--- src/rtl/morse_pkg.sv ---
// Shared definitions for the Morse decoder: the FSM state encoding and the
// ASCII codes for the two fixed output characters.
package morse_pkg;

   typedef enum logic [1:0] {
      IDLE = 2'd0,
      MARK = 2'd1,
      GAP  = 2'd2,
      WORD = 2'd3
   } state_e;

   localparam logic [7:0] ASCII_SPACE   = 8'h20;
   localparam logic [7:0] ASCII_UNKNOWN = 8'h3F;

endpackage

--- src/rtl/morse_lut.sv ---
// Combinational Morse code to ASCII table for letters and digits.
// Symbols sit in the LSBs with the first-keyed symbol highest; dot=0, dash=1.
module morse_lut #(
   parameter int MAX_SYM = 5,
   parameter int SYM_W   = $clog2(MAX_SYM + 1)
) (
   input  logic [MAX_SYM-1:0] pattern,
   input  logic [SYM_W-1:0]   sym_cnt,
   output logic [7:0]         ascii,
   output logic               known
);

   logic [7:0] key;

   // Codes never exceed five symbols, so only the low five pattern bits matter.
   always_comb begin
      ascii = 8'h00;
      known = 1'b0;
      key   = {3'(sym_cnt), pattern[4:0]};
      if (sym_cnt != '0 && sym_cnt <= SYM_W'(5)) begin
         known = 1'b1;
         case (key)
            {3'd1, 5'b00000}: ascii = "E";
            {3'd1, 5'b00001}: ascii = "T";
            {3'd2, 5'b00000}: ascii = "I";
            {3'd2, 5'b00001}: ascii = "A";
            {3'd2, 5'b00010}: ascii = "N";
            {3'd2, 5'b00011}: ascii = "M";
            {3'd3, 5'b00000}: ascii = "S";
            {3'd3, 5'b00001}: ascii = "U";
            {3'd3, 5'b00010}: ascii = "R";
            {3'd3, 5'b00011}: ascii = "W";
            {3'd3, 5'b00100}: ascii = "D";
            {3'd3, 5'b00101}: ascii = "K";
            {3'd3, 5'b00110}: ascii = "G";
            {3'd3, 5'b00111}: ascii = "O";
            {3'd4, 5'b00000}: ascii = "H";
            {3'd4, 5'b00001}: ascii = "V";
            {3'd4, 5'b00010}: ascii = "F";
            {3'd4, 5'b00100}: ascii = "L";
            {3'd4, 5'b00110}: ascii = "P";
            {3'd4, 5'b00111}: ascii = "J";
            {3'd4, 5'b01000}: ascii = "B";
            {3'd4, 5'b01001}: ascii = "X";
            {3'd4, 5'b01010}: ascii = "C";
            {3'd4, 5'b01011}: ascii = "Y";
            {3'd4, 5'b01100}: ascii = "Z";
            {3'd4, 5'b01101}: ascii = "Q";
            {3'd5, 5'b11111}: ascii = "0";
            {3'd5, 5'b01111}: ascii = "1";
            {3'd5, 5'b00111}: ascii = "2";
            {3'd5, 5'b00011}: ascii = "3";
            {3'd5, 5'b00001}: ascii = "4";
            {3'd5, 5'b00000}: ascii = "5";
            {3'd5, 5'b10000}: ascii = "6";
            {3'd5, 5'b11000}: ascii = "7";
            {3'd5, 5'b11100}: ascii = "8";
            {3'd5, 5'b11110}: ascii = "9";
            default:          known = 1'b0;
         endcase
      end
   end

endmodule

--- src/rtl/morse_timed_decoder.sv ---
// Timed Morse key decoder: measures mark and gap lengths, assembles a symbol
// pattern per letter and emits one ASCII character (or a word space) per strobe.
module morse_timed_decoder
   import morse_pkg::*;
#(
   parameter int CNT_W      = 16,
   parameter int DOT_MAX    = 3,
   parameter int DASH_MAX   = 12,
   parameter int LETTER_GAP = 3,
   parameter int WORD_GAP   = 7,
   parameter int MAX_SYM    = 5
) (
   input  logic       clk,
   input  logic       reset,
   input  logic       in,
   output logic [7:0] out,
   output logic       valid,
   output logic       err,
   output logic       busy
);

   localparam int SYM_W = $clog2(MAX_SYM + 1);

   state_e             state_q, state_d;
   logic [CNT_W-1:0]   mark_cnt_q, mark_cnt_d, mark_inc;
   logic [CNT_W-1:0]   gap_cnt_q, gap_cnt_d, gap_inc;
   logic [MAX_SYM-1:0] pat_q, pat_d;
   logic [SYM_W-1:0]   sym_cnt_q, sym_cnt_d;
   logic               eflag_q, eflag_d;
   logic [7:0]         out_q, out_d;
   logic               valid_q, valid_d;
   logic               err_q, err_d;
   logic [7:0]         lut_ascii;
   logic               lut_known;

   morse_lut #(.MAX_SYM(MAX_SYM), .SYM_W(SYM_W)) u_lut (
      .pattern (pat_q),
      .sym_cnt (sym_cnt_q),
      .ascii   (lut_ascii),
      .known   (lut_known)
   );

   assign mark_inc = (&mark_cnt_q) ? mark_cnt_q : mark_cnt_q + CNT_W'(1);
   assign gap_inc  = (&gap_cnt_q)  ? gap_cnt_q  : gap_cnt_q + CNT_W'(1);

   always_comb begin
      state_d    = state_q;
      mark_cnt_d = mark_cnt_q;
      gap_cnt_d  = gap_cnt_q;
      pat_d      = pat_q;
      sym_cnt_d  = sym_cnt_q;
      eflag_d    = eflag_q;
      out_d      = out_q;
      valid_d    = 1'b0;
      err_d      = 1'b0;
      case (state_q)
         IDLE: begin
            if (in) begin
               state_d    = MARK;
               mark_cnt_d = CNT_W'(1);
            end
         end
         MARK: begin
            if (in) begin
               mark_cnt_d = mark_inc;
               if (mark_inc > CNT_W'(DASH_MAX)) eflag_d = 1'b1;
            end else begin
               // An extra symbol poisons the letter instead of being stored.
               if (sym_cnt_q == SYM_W'(MAX_SYM)) begin
                  eflag_d = 1'b1;
               end else begin
                  pat_d     = {pat_q[MAX_SYM-2:0], (mark_cnt_q > CNT_W'(DOT_MAX))};
                  sym_cnt_d = sym_cnt_q + SYM_W'(1);
               end
               gap_cnt_d = CNT_W'(1);
               state_d   = GAP;
            end
         end
         GAP: begin
            if (gap_cnt_q >= CNT_W'(LETTER_GAP)) begin
               valid_d   = 1'b1;
               out_d     = (lut_known && !eflag_q) ? lut_ascii : ASCII_UNKNOWN;
               err_d     = !lut_known || eflag_q;
               pat_d     = '0;
               sym_cnt_d = '0;
               eflag_d   = 1'b0;
               gap_cnt_d = gap_inc;
               // A key press on the emitting edge already starts the next letter.
               if (in) begin
                  state_d    = MARK;
                  mark_cnt_d = CNT_W'(1);
               end else begin
                  state_d = WORD;
               end
            end else if (in) begin
               state_d    = MARK;
               mark_cnt_d = CNT_W'(1);
            end else begin
               gap_cnt_d = gap_inc;
            end
         end
         WORD: begin
            if (gap_cnt_q >= CNT_W'(WORD_GAP)) begin
               valid_d = 1'b1;
               out_d   = ASCII_SPACE;
               state_d = in ? MARK : IDLE;
               if (in) mark_cnt_d = CNT_W'(1);
            end else if (in) begin
               state_d    = MARK;
               mark_cnt_d = CNT_W'(1);
            end else begin
               gap_cnt_d = gap_inc;
            end
         end
         default: state_d = IDLE;
      endcase
   end

   always_ff @(posedge clk or negedge reset) begin
      if (!reset) begin
         state_q    <= IDLE;
         mark_cnt_q <= '0;
         gap_cnt_q  <= '0;
         pat_q      <= '0;
         sym_cnt_q  <= '0;
         eflag_q    <= 1'b0;
         out_q      <= 8'h00;
         valid_q    <= 1'b0;
         err_q      <= 1'b0;
      end else begin
         state_q    <= state_d;
         mark_cnt_q <= mark_cnt_d;
         gap_cnt_q  <= gap_cnt_d;
         pat_q      <= pat_d;
         sym_cnt_q  <= sym_cnt_d;
         eflag_q    <= eflag_d;
         out_q      <= out_d;
         valid_q    <= valid_d;
         err_q      <= err_d;
      end
   end

   assign out   = out_q;
   assign valid = valid_q;
   assign err   = err_q;
   assign busy  = (state_q != IDLE);

endmodule

--- config.mk ---
export PLATFORM = sky130hd
export DESIGN_NAME = morse_timed_decoder
export DESIGN_NICKNAME = d
export VERILOG_FILES = /design/src/rtl/morse_pkg.sv /design/src/rtl/morse_lut.sv /design/src/rtl/morse_timed_decoder.sv
export SDC_FILE = /design/constraint.sdc
export NUM_CORES = 1
export LEC_CHECK = 0
export BUFFER_PORTS_ARGS = -buffer_cell sky130_fd_sc_hd__clkbuf_2
export CAP_MARGIN = 20
export CORE_MARGIN = 5
export CORE_UTILIZATION = 65
export DETAILED_ROUTE_END_ITERATION = 8
export GPL_ROUTABILITY_DRIVEN = 0
export PLACE_DENSITY = 0.85
export SLEW_MARGIN = 40
export SYNTH_ARGS = -nofsm -noshare
export SYNTH_HDL_FRONTEND = slang
export SYNTH_SLANG_ARGS = --single-unit
--- constraint.sdc ---
create_clock -name clk -period 4.5 [get_ports clk]
set_input_delay 0 -clock clk [delete_from_list [all_inputs] [get_ports clk]]
set_output_delay 0 -clock clk [all_outputs]
set_load 0.02 [all_outputs]
Word-level counts from Yosys, hierarchy flattened
Cells that the tools add are included.
{"block": "op_classes", "add_sub_neg": 3, "magnitude_cmp": 5, "n_eq_ne": 49, "muxes": 43, "reduce_logical": 20}
{"op": "case mux 7 bit (36 select lines)", "n": 1}
{"op": "equality test 8 bit (second input constant)", "n": 22}
{"op": "two-way mux 16 bit", "n": 8}
{"op": "equality test 8 x 7 -> 1 bit (second input constant)", "n": 12}
{"op": "case mux 16 bit (3 select lines)", "n": 1}
{"op": "OR reduction 36 bit", "n": 1}
{"op": "adder 16 x 1 -> 16 bit (second input constant)", "n": 2}
{"op": "two-way mux 8 bit", "n": 4}
{"op": "case mux 16 bit (2 select lines)", "n": 1}
{"op": "AND reduction 16 bit", "n": 2}
{"op": "equality test 8 x 6 -> 1 bit (second input constant)", "n": 2}
{"op": ">= comparator 16 x 2 -> 1 bit (second input constant)", "n": 1}
{"op": ">= comparator 16 x 3 -> 1 bit (second input constant)", "n": 1}
{"op": "greater-than comparator 16 x 2 -> 1 bit (second input constant)", "n": 1}
{"op": "greater-than comparator 16 x 4 -> 1 bit (second input constant)", "n": 1}
{"op": "case mux 8 bit (2 select lines)", "n": 1}
{"op": "two-way mux 5 bit", "n": 3}
{"op": "!= test 2 bit (second input constant)", "n": 6}
{"op": "two-way mux 1 bit", "n": 11}
{"op": "two-way mux 2 bit", "n": 5}
{"op": "case mux 5 bit (2 select lines)", "n": 1}
{"op": "two-way mux 3 bit", "n": 3}
{"op": "case mux 2 bit (4 select lines)", "n": 1}
{"op": "AND reduction 4 bit", "n": 2}
{"op": "18 further kinds", "n": 27}
{"block": "word_totals", "register_bits": 53, "out_inout_bits": 11}

Longest topological paths before layout
Gate-level depths: netlist of run 1.
{"block": "logic_depth", "depth_word": 8, "ltp_mapped": 8, "ltp_nobuf": 7}

By module
From an unflattened synthesis of run 1, not the netlist that was laid out.
{"block": "unflattened", "cells_unflattened": 480, "hier_area_um2": 3839.9}
{"module": "morse_timed_decoder", "instances": 1, "cells_per_inst": 370, "area_each_um2": 3123.0, "seq_area_each_um2": 1326.3}
{"module": "morse_lut", "instances": 1, "cells_per_inst": 110, "area_each_um2": 716.9, "seq_area_each_um2": 0.0}

Worst setup path before layout of run 1
OpenSTA, ideal clock, no wires.
{"block": "synth_path", "path_kind": "register to register", "start": "register gap_cnt_q[0]", "end": "register gap_cnt_q[12]", "arrival_time_ps": 1838, "t_required_ps": 4347, "path_slack_ps": 2510, "stages_incl_launch_ff": 8, "n_path_buf": 0, "synth_period_minus_slack_ps": 1990, "path_cell_list": "dfrtp_1 ha_1 nor4_1 and4_1 o21ai_1 o211a_1 a41oi_1 a211oi_1"}
{"block": "synth_via", "elab_chain_len": 5, "elab_cells_between_ends": 11}
{"item": "start, declared", "line_no": "morse_timed_decoder.sv:26", "text": "logic [CNT_W-1:0] gap_cnt_q, gap_cnt_d, gap_inc;"}
{"item": "start signal, assigned", "line_no": "morse_timed_decoder.sv:133", "text": "gap_cnt_q <= gap_cnt_d;"}
{"item": "adder 16 x 1 -> 16 bit or AND reduction 16 bit (tied branches)", "line_no": "morse_timed_decoder.sv:44", "text": "assign gap_inc = (&gap_cnt_q) ? gap_cnt_q : gap_cnt_q + CNT_W'(1);"}
{"item": "two-way mux 16 bit", "line_no": "morse_timed_decoder.sv:44"}
{"item": "two-way mux 16 bit", "line_no": "morse_timed_decoder.sv:95, morse_timed_decoder.sv:108"}
{"item": "two-way mux 16 bit (on tied branches)", "line_no": "morse_timed_decoder.sv:103, morse_timed_decoder.sv:80"}
{"item": "case mux 16 bit (3 select lines)", "line_no": "morse_timed_decoder.sv:56", "text": "case (state_q)"}
Several ways; a longest one is shown, not always the timed one. The select of a mux whose other input is x is not followed.
A chain may end at the register's enable or synchronous reset.

Final worst setup path of run 1
{"block": "layout_path", "start": "register sym_cnt_q[0]", "end": "register out_q[4] (netlist: out[4])"}
{"block": "layout_via", "elab_chain_len": 8, "elab_cells_between_ends": 48}
{"item": "start, declared", "line_no": "morse_timed_decoder.sv:28", "text": "logic [SYM_W-1:0] sym_cnt_q, sym_cnt_d;"}
{"item": "start signal, assigned", "line_no": "morse_timed_decoder.sv:135", "text": "sym_cnt_q <= sym_cnt_d;"}
{"item": "equality test 8 x 6 -> 1 bit, or another cell as far along", "line_no": "morse_lut.sv:22", "text": "case (key)"}
{"item": "OR reduction 36 bit (no source line)"}
{"item": "two-way mux 1 bit", "line_no": "morse_lut.sv:22"}
{"item": "two-way mux 1 bit", "line_no": "morse_lut.sv:20", "text": "if (sym_cnt != '0 && sym_cnt <= SYM_W'(5)) begin"}
{"item": "logical AND 1 bit", "line_no": "morse_timed_decoder.sv:82", "text": "out_d = (lut_known && !eflag_q) ? lut_ascii : ASCII_UNKNOWN;"}
{"item": "two-way mux 8 bit *", "line_no": "morse_timed_decoder.sv:82"}
{"item": "two-way mux 8 bit *", "line_no": "morse_timed_decoder.sv:80", "text": "if (gap_cnt_q >= CNT_W'(LETTER_GAP)) begin"}
{"item": "case mux 8 bit (2 select lines) *", "line_no": "morse_timed_decoder.sv:56"}
{"item": "end signal, assigned", "line_no": "morse_timed_decoder.sv:137", "text": "out_q <= out_d;"}
{"item": "end, declared", "line_no": "morse_timed_decoder.sv:30", "text": "logic [7:0] out_q, out_d;"}
Mark *: on every way between the ends. The rest lies on a longest branch, timed or not. The select of a mux whose other input is x is not followed.

==> results.md, run 1 <==
• **clock buffers created by TritonCTS** 5
• **final worst-path setup slack** 1890 ps
• **run status** finished, final reports clean
• **Arrival @ worst endpoint** 2800 ps
• **post-place setup slack** 1930 ps
• **vias in the first global route** 3540
• **synthesis-to-layout area growth** 2.91%
• **die height** 87.1 µm
• **CTS sink cnt** 52
• **Setup crit end kind** register
• **clk_skew** 8.34 ps
• **CTS H-tree depth** 2
• **Nets** 474
• **maximum buffer depth of the clock tree** 2
• **f_max** 383 MHz
• **shortest period the worst path allows** 2610 ps
• **global-route wire length before repair** 16.9 mm
• **net count after synthesis** 488
• **max-cap violations** 0
• **post-detailed-placement cell area** 0.00387 mm²
• **count of endpoints failing hold in the final timing report** 0
• **CP Launch Type** register
• **total vias in the final route** 3903
• **share of the clock period used by the worst path after layout** 58.0%
• **1st-iter DRT viols** 377
• **CTS tree** built
• **worst min-delay path class** input pin to register
• **Post-synth ARST share** 100%
• **number of max-slew violations in the final report** 0
• **data required time at the worst endpoint** 4690 ps
• **cell area after technology mapping** 0.00387 mm²
• **Final setup viols** 0
• **Seq/Total Area, Yosys** 33.7%
• **slew of the pin with the lowest slew margin** 789 ps
• **die footprint** 0.00759 mm²
• **Power, Total** 1.72 mW
• **mean instance size in the synthesized netlist** 8.05 µm²
• **initial antenna violation count** 0
• **number of antenna-violating nets in the routed design** 0
• **DR pass1 iterations** 6
• **Pwr Density** 432 mW/mm²
• **yosys warns** 0
• **final instance area** 0.00398 mm²
• **largest fanout of any net on the critical path** 21
• **dominant synthesized flop cell** dfrtp_1
• **fraction of final layout cells sized beyond drive strength 1** 8.57%
• **relative slew slack** 47.3%
• **Resized cells post-CTS** 0
• **number of I/O pins** 14
• **wire length reported by the detailed router** 10.0 mm
• **Chip Width** 87.1 µm
• **type of the worst setup path** register to register
• **setup repair after global routing missed its margin** no
• **commonest cells after routing, fill and taps aside** 52 x dfrtp_1, 51 x nand2_1, 47 x o21ai_0
• **Residual DRC** 0
• **static leakage power** 1.62 nW
• **total core area** 0.00585 mm²
• **gr ovfl total** 0
• **largest net degree at the start of global routing** 53
• **average via count per standard cell** 7.20
• **hpwl dp** 6.96 mm
• **Total Negative Setup Slacks** 0 ps
• **worst voltage drop across the vdd grid** 0.222 mV
• **clock insertion delay at the later pin of the skew report** 310 ps
• **std cell rows** 28
• **overall routing resource usage** 27.6%
• **register bit count reported by yosys** 52
• **CTS root buffer** clkbuf_8
• **Antenna diodes** 0
• **clock transition at the register clock pins on the worst setup and hold paths after CTS** 100 ps
• **count of port buffers added during placement** 12
• **number of distinct standard cells referenced by the synthesized netlist** 76
• **instance count of the mapped netlist** 480
• **most common cell after layout, fill and taps aside** dfrtp_1
• **number of flops mapped to enable cells by yosys** 0
• **average wire per standard cell** 18.4 µm
• **starting density of the core** 66.1%
flip-flops by register name (all words and copies together) (netlist names):
| signal | cells |
|---|---|
| state_q | 2 |
| sym_cnt_q | 3 |
| pat_q | 5 |
| err | 1 |
| eflag_q | 1 |
| out | 7 |
| gap_cnt_q | 16 |
| mark_cnt_q | 16 |
| valid | 1 |
cell families (layout without fill, tap and decap cells):
kind of cell	after synthesis	after routing	synth area share, %
AOI/OAI and AO/OA	156	156	26.5
muxes	1	1	0.259
DFF	52	52	33.7
other	1	1	0.0970
xor gates and xnor gates	6	6	1.36
adders and majority gates	6	6	1.88
buffers and inverters	48	35	5.63
and+or+nand+nor	210	210	30.6
final timing paths:
kind | startpoint | to | slack, ps | cells past startpoint
max | sym_cnt_q[0] | out[4] | 1890 | 6
min | in | mark_cnt_q[14] | 130 | 2
max reg2reg | sym_cnt_q[0] | out[4] | 1890 | 6
min reg2reg | out[4] | out[4] | 500 | 2
max in group asynchronous | reset | mark_cnt_q[2] | 3720 | 3
min in group asynchronous | reset | pat_q[2] | 330 | 3
worst max-delay path, stage by stage (launching register included):
cell       delay, ps
dfrtp_1          740
nor4bb_1         570
and3_1           270
a311o_1          190
nor4b_4           80
a2111oi_0        540
o21ai_1          100
power breakdown:
group / total, mW / internal, mW / switching, mW / leakage (nW)
Combinational: 0.715 / 0.292 / 0.423 / 0.877
Clock: 0.291 / 0.126 / 0.164 / 0.0516
Sequential: 0.713 / 0.545 / 0.168 / 0.692
final cells by class:
class	count	area, µm²
flip-flops and latches	52	1300
well taps	75	93.8
clock buffers	6	82.6
repair buffers	15	85.1
inverters	12	45.0
clock inverters	2	13.8
multi-input cells	380	2360
fillers	509	1870
cell usage after synthesis, types with 3 or more instances:
master      n  share of area (%)
o21ai_1     3               0.39
nor2_1     22                2.1
a41oi_1     4               0.91
nand4b_1    3               0.68
o211ai_1    4               0.78
and3_1     13                2.1
nand2_1    51                5.0
buf_2      17                2.2
ha_1        5                1.6
nand2b_1    7                1.1
nand4_1    11                1.8
buf_1       3               0.29
a2111oi_0   4               0.91
a32o_1      3               0.78
clkbuf_1   11                1.1
inv_1      12                1.2
buf_4       4               0.78
a31oi_1    16                2.6
nor3b_1     4               0.78
o21ai_0    47                6.1
o31ai_1     8                1.6
a32oi_1     3               0.68
a21o_1      4               0.78
dfrtp_1    52                 34
nor4_1     13                2.1
a21oi_1    27                3.5
nor2b_1    11                1.8
or3_1       4               0.65
nand3_1    23                3.0
xor2_1      4               0.91
nor3_1     21                2.7
and4_1      3               0.68
and2_1      4               0.65
metrics by stage:
stage / utilization, % / std cells / hold slack [ps]
global placement: 66.0 / 533 / 156
detailed placement: 66.1 / 533 / 167
floorplan: - / 480 / -296
CTS: 67.9 / 542 / 123
finish: 68.0 / 542 / 129
global route: 68.0 / 542 / 176
repair_timing:
item,in CTS,in global routing
buffers inserted,0,0
endpoints found under the hold margin,52,0
hold buffers,1,0
layer usage:
layer / vias up / GRT usage (%) / wire (µm)
met5: - / 0 / 0
met4: 0 / 10.3 / 289
met3: 36 / 3.22 / 783
met2: 216 / 46.0 / 4910
met1: 1864 / 37.0 / 4020
li1: 1787 / - / -
(Power assumes the default switching activity.)
==> run 2: changes to the inputs <==
--- a/config.mk
+++ b/config.mk
@@ -8,10 +8,10 @@
 export BUFFER_PORTS_ARGS = -buffer_cell sky130_fd_sc_hd__clkbuf_2
 export CAP_MARGIN = 20
 export CORE_MARGIN = 5
-export CORE_UTILIZATION = 65
+export CORE_UTILIZATION = 57
 export DETAILED_ROUTE_END_ITERATION = 8
 export GPL_ROUTABILITY_DRIVEN = 0
-export PLACE_DENSITY = 0.85
+export PLACE_DENSITY = 0.79
 export SLEW_MARGIN = 40
 export SYNTH_ARGS = -nofsm -noshare
 export SYNTH_HDL_FRONTEND = slang
==> constraint.sdc (replaced) <==
create_clock -name clk -period 2.2 [get_ports clk]
set_input_delay 0 -clock clk [delete_from_list [all_inputs] [get_ports clk]]
set_output_delay 0 -clock clk [all_outputs]
set_load 0.02 [all_outputs]
==> run 2 against run 1 <==
Net effect: critical path type unchanged; register-to-register slack got worse by 1900 ps; worst hold slack improved by 23 ps; sequential cell count did not move.
==> results.md, run 2 (synthesis gave the netlist of run 1 again) <==
• **DR pass1 iterations** 7, was 6
• **CTS sink cnt** 52, unchanged
• **wire length reported by the detailed router** 10.8 mm, was 10.0 mm
• **stages on the worst setup path** 6, unchanged
• **Reg2Reg Setup Slack** 1 ps, was 1890 ps
• **CTS tree** built, unchanged
• **Slowest Stage Delay on Critical Path** 510 ps, was 740 ps
• **average wire per standard cell** 18.0 µm, was 18.4 µm
• **clock buffers created by TritonCTS** 5, unchanged
• **number of max-slew violations in the final report** 0, unchanged
• **CTS H-tree depth** 2, unchanged
• **max-cap violations** 0, unchanged
• **Worst Reg-to-Reg Cells** 6, unchanged
• **Internal Dissipation** 2.52 mW, was 0.963 mW
• **clock share of power** 21.4%, was 16.9%
• **power share of the combinational group** 46.4%, was 41.6%
• **die footprint** 0.00853 mm², was 0.00759 mm²
• **part of the power in registers** 32.2%, was 41.5%
• **data required time at the worst endpoint** 2390 ps, was 4690 ps
• **clk_skew** 10.4 ps, was 8.34 ps
• **die height** 92.4 µm, was 87.1 µm
• **type of the worst setup path** register to register, unchanged
• **initial antenna violation count** 0, unchanged
• **CTS root buffer** clkbuf_8, unchanged
• **count of port buffers added during placement** 12, unchanged
• **relative slew slack** 57.7%, was 47.3%
• **total vias in the final route** 4073, was 3903
• **setup repair after global routing missed its margin** yes, was no
• **number of I/O pins** 14, unchanged
• **startpoint of the most critical setup path** mark_cnt_q[2], was sym_cnt_q[0]
• **shortest period the worst path allows** 2200 ps, was 2610 ps
• **Nets** 527, was 474
• **Filler Cells Inserted** 543, was 509
• **CP Launch Type** register, unchanged
• **post-place setup slack** -57.7 ps, was 1930 ps
• **Pwr Density** 916 mW/mm², was 432 mW/mm²
• **crit-path leading delay family** simple AND/OR/NAND/NOR gates, unchanged
• **Final setup viols** 0, unchanged
• **gr ovfl total** 0, unchanged
• **largest net degree at the start of global routing** 37, was 53
• **fraction of final layout cells sized beyond drive strength 1** 22.3%, was 8.57%
• **fraction of power spent switching nets** 39.4%, was 44.0%
• **Chip Width** 92.4 µm, was 87.1 µm
• **commonest cells after routing, fill and taps aside** 55 x buf_4, 51 x nand2_1, 47 x o21ai_0, 47 x dfrtp_1, 26 x a21oi_1, was 52 x dfrtp_1, 51 x nand2_1, 47 x o21ai_0
• **clock insertion delay at the later pin of the skew report** 310 ps, about the same
• **final hold slack** 153 ps, was 129 ps
• **f_max** 455 MHz, was 383 MHz
• **worst min-delay path class** input pin to register, unchanged
• **starting density of the core** 57.9%, was 66.1%
• **clock transition at the register clock pins on the worst setup and hold paths after CTS** 100 ps, about the same
• **sequence of cells on the critical path** and4_1 -> nand2_1 -> or4_1 -> a32oi_1 -> o21ai_0 -> o31a_1, was nor4bb_1 -> and3_1 -> a311o_1 -> nor4b_4 -> a2111oi_0 -> o21ai_1
• **count of endpoints failing hold in the final timing report** 0, unchanged
• **Setup crit end kind** register, unchanged
• **hpwl dp** 7.58 mm, was 6.96 mm
• **destination of the critical timing path** eflag_q, was out[4]
• **total core area** 0.00668 mm², was 0.00585 mm²
• **final worst-path setup slack** 0.982 ps, was 1890 ps
• **FF+latch area** 0.00131 mm², was 0.00130 mm²
• **vias in the first global route** 3763, was 3540
• **1st-iter DRT viols** 302, was 377
• **synthesis-to-layout area growth** 17.6%, was 2.91%
• **Antenna diodes** 0, unchanged
• **RR Endpoint** eflag_q, was out[4]
• **maximum buffer depth of the clock tree** 2, unchanged
• **largest fanout of any net on the critical path** 9, was 21
• **startpoint of the lowest-slack register-to-register path** mark_cnt_q[2], was sym_cnt_q[0]
• **global-route wire length before repair** 17.6 mm, was 16.9 mm
• **share of the clock period used by the worst path after layout** 100%, was 58.0%
• **static leakage power** 1.92 nW, was 1.62 nW
• **worst voltage drop across the vdd grid** 0.436 mV, was 0.222 mV
• **slew of the pin with the lowest slew margin** 618 ps, was 789 ps
• **Buf/Inv on CP** 0, unchanged
• **footprint of the multi-input gates** 0.00245 mm², was 0.00236 mm²
• **Residual DRC** 0, unchanged
• **most common cell after layout, fill and taps aside** buf_4, was dfrtp_1
• **slowest stage cell on the critical path** dfrtp_1, unchanged
• **std cell rows** 30, was 28
• **overall routing resource usage** 25.1%, was 27.6%
• **Switching Power** 1.64 mW, was 0.756 mW
• **average via count per standard cell** 6.79, was 7.20
• **run status** finished, final reports clean, unchanged
• **number of antenna-violating nets in the routed design** 0, unchanged
• **Arrival @ worst endpoint** 2390 ps, was 2800 ps
-- run 2: routing by layer --
| metal | track usage [%] | vias up | wire (µm) |
|---|---|---|---|
| li1 | - | 1890 | - |
| met1 | 33.2 | 1943 | 4460 |
| met2 | 40.1 | 209 | 5270 |
| met3 | 3.98 | 31 | 749 |
| met4 | 11.8 | 0 | 311 |
| met5 | 0 | - | 0 |
-- run 2: what timing repair did --
action | in CTS | in global routing
hold endpoints to repair | 34 | 0
setup endpoints to repair | 2 | 18
hold buffers | 1 | 0
gates resized for setup | 3 | 24
setup buffers | 0 | 1
pin swaps | 0 | 6
-- run 2: worst min path at each step --
stage / end / from / depth (start not counted) / slack (ps)
after floorplan: eflag_q / reset / 0 / -300
after global placement: mark_cnt_q[1] / reset / 1 / 160
after detailed placement: mark_cnt_q[0] / reset / 1 / 20
after CTS: mark_cnt_q[14] / in / 2 / 150
after global routing: mark_cnt_q[14] / in / 2 / 180
final: mark_cnt_q[14] / in / 2 / 150
-- run 2: stage by stage --
step                      setup TNS [ps]  instances  power, mW  area (µm²)  utilization [%]
after floorplan                        0        480       2.53        3870                -
after global placement                 0        590       3.07        4260             63.7
after detailed placement           -57.7        590       3.13        4260             63.8
after CTS                              0        599       4.04        4450             66.5
after global routing               -80.6        600       4.41        4550             68.1
final                                  0        600       4.16        4550             68.1
-- run 2: power by group through the flow --
| stage | Combinational [mW] | Clock, mW | Sequential (mW) |
|---|---|---|---|
| 3_3_place_gp | 1.74 | 0 | 1.33 |
| 6_report | 1.93 | 0.893 | 1.34 |
| 4_1_cts | 1.81 | 0.901 | 1.32 |
| 5_1_grt | 2.10 | 0.949 | 1.36 |
| 3_5_place_dp | 1.79 | 0 | 1.34 |
| 2_1_floorplan | 1.20 | 0 | 1.33 |
-- run 2: area by class of cell --
class	instances	share of cell area (%)
Clock buffer	5	1.51
Clock inverter	3	1.98
Inverter	12	0.991
Multi-Input combinational cell	380	53.9
Sequential cell	52	28.8
Tap cell	80	2.20
Timing Repair Buffer	68	10.7
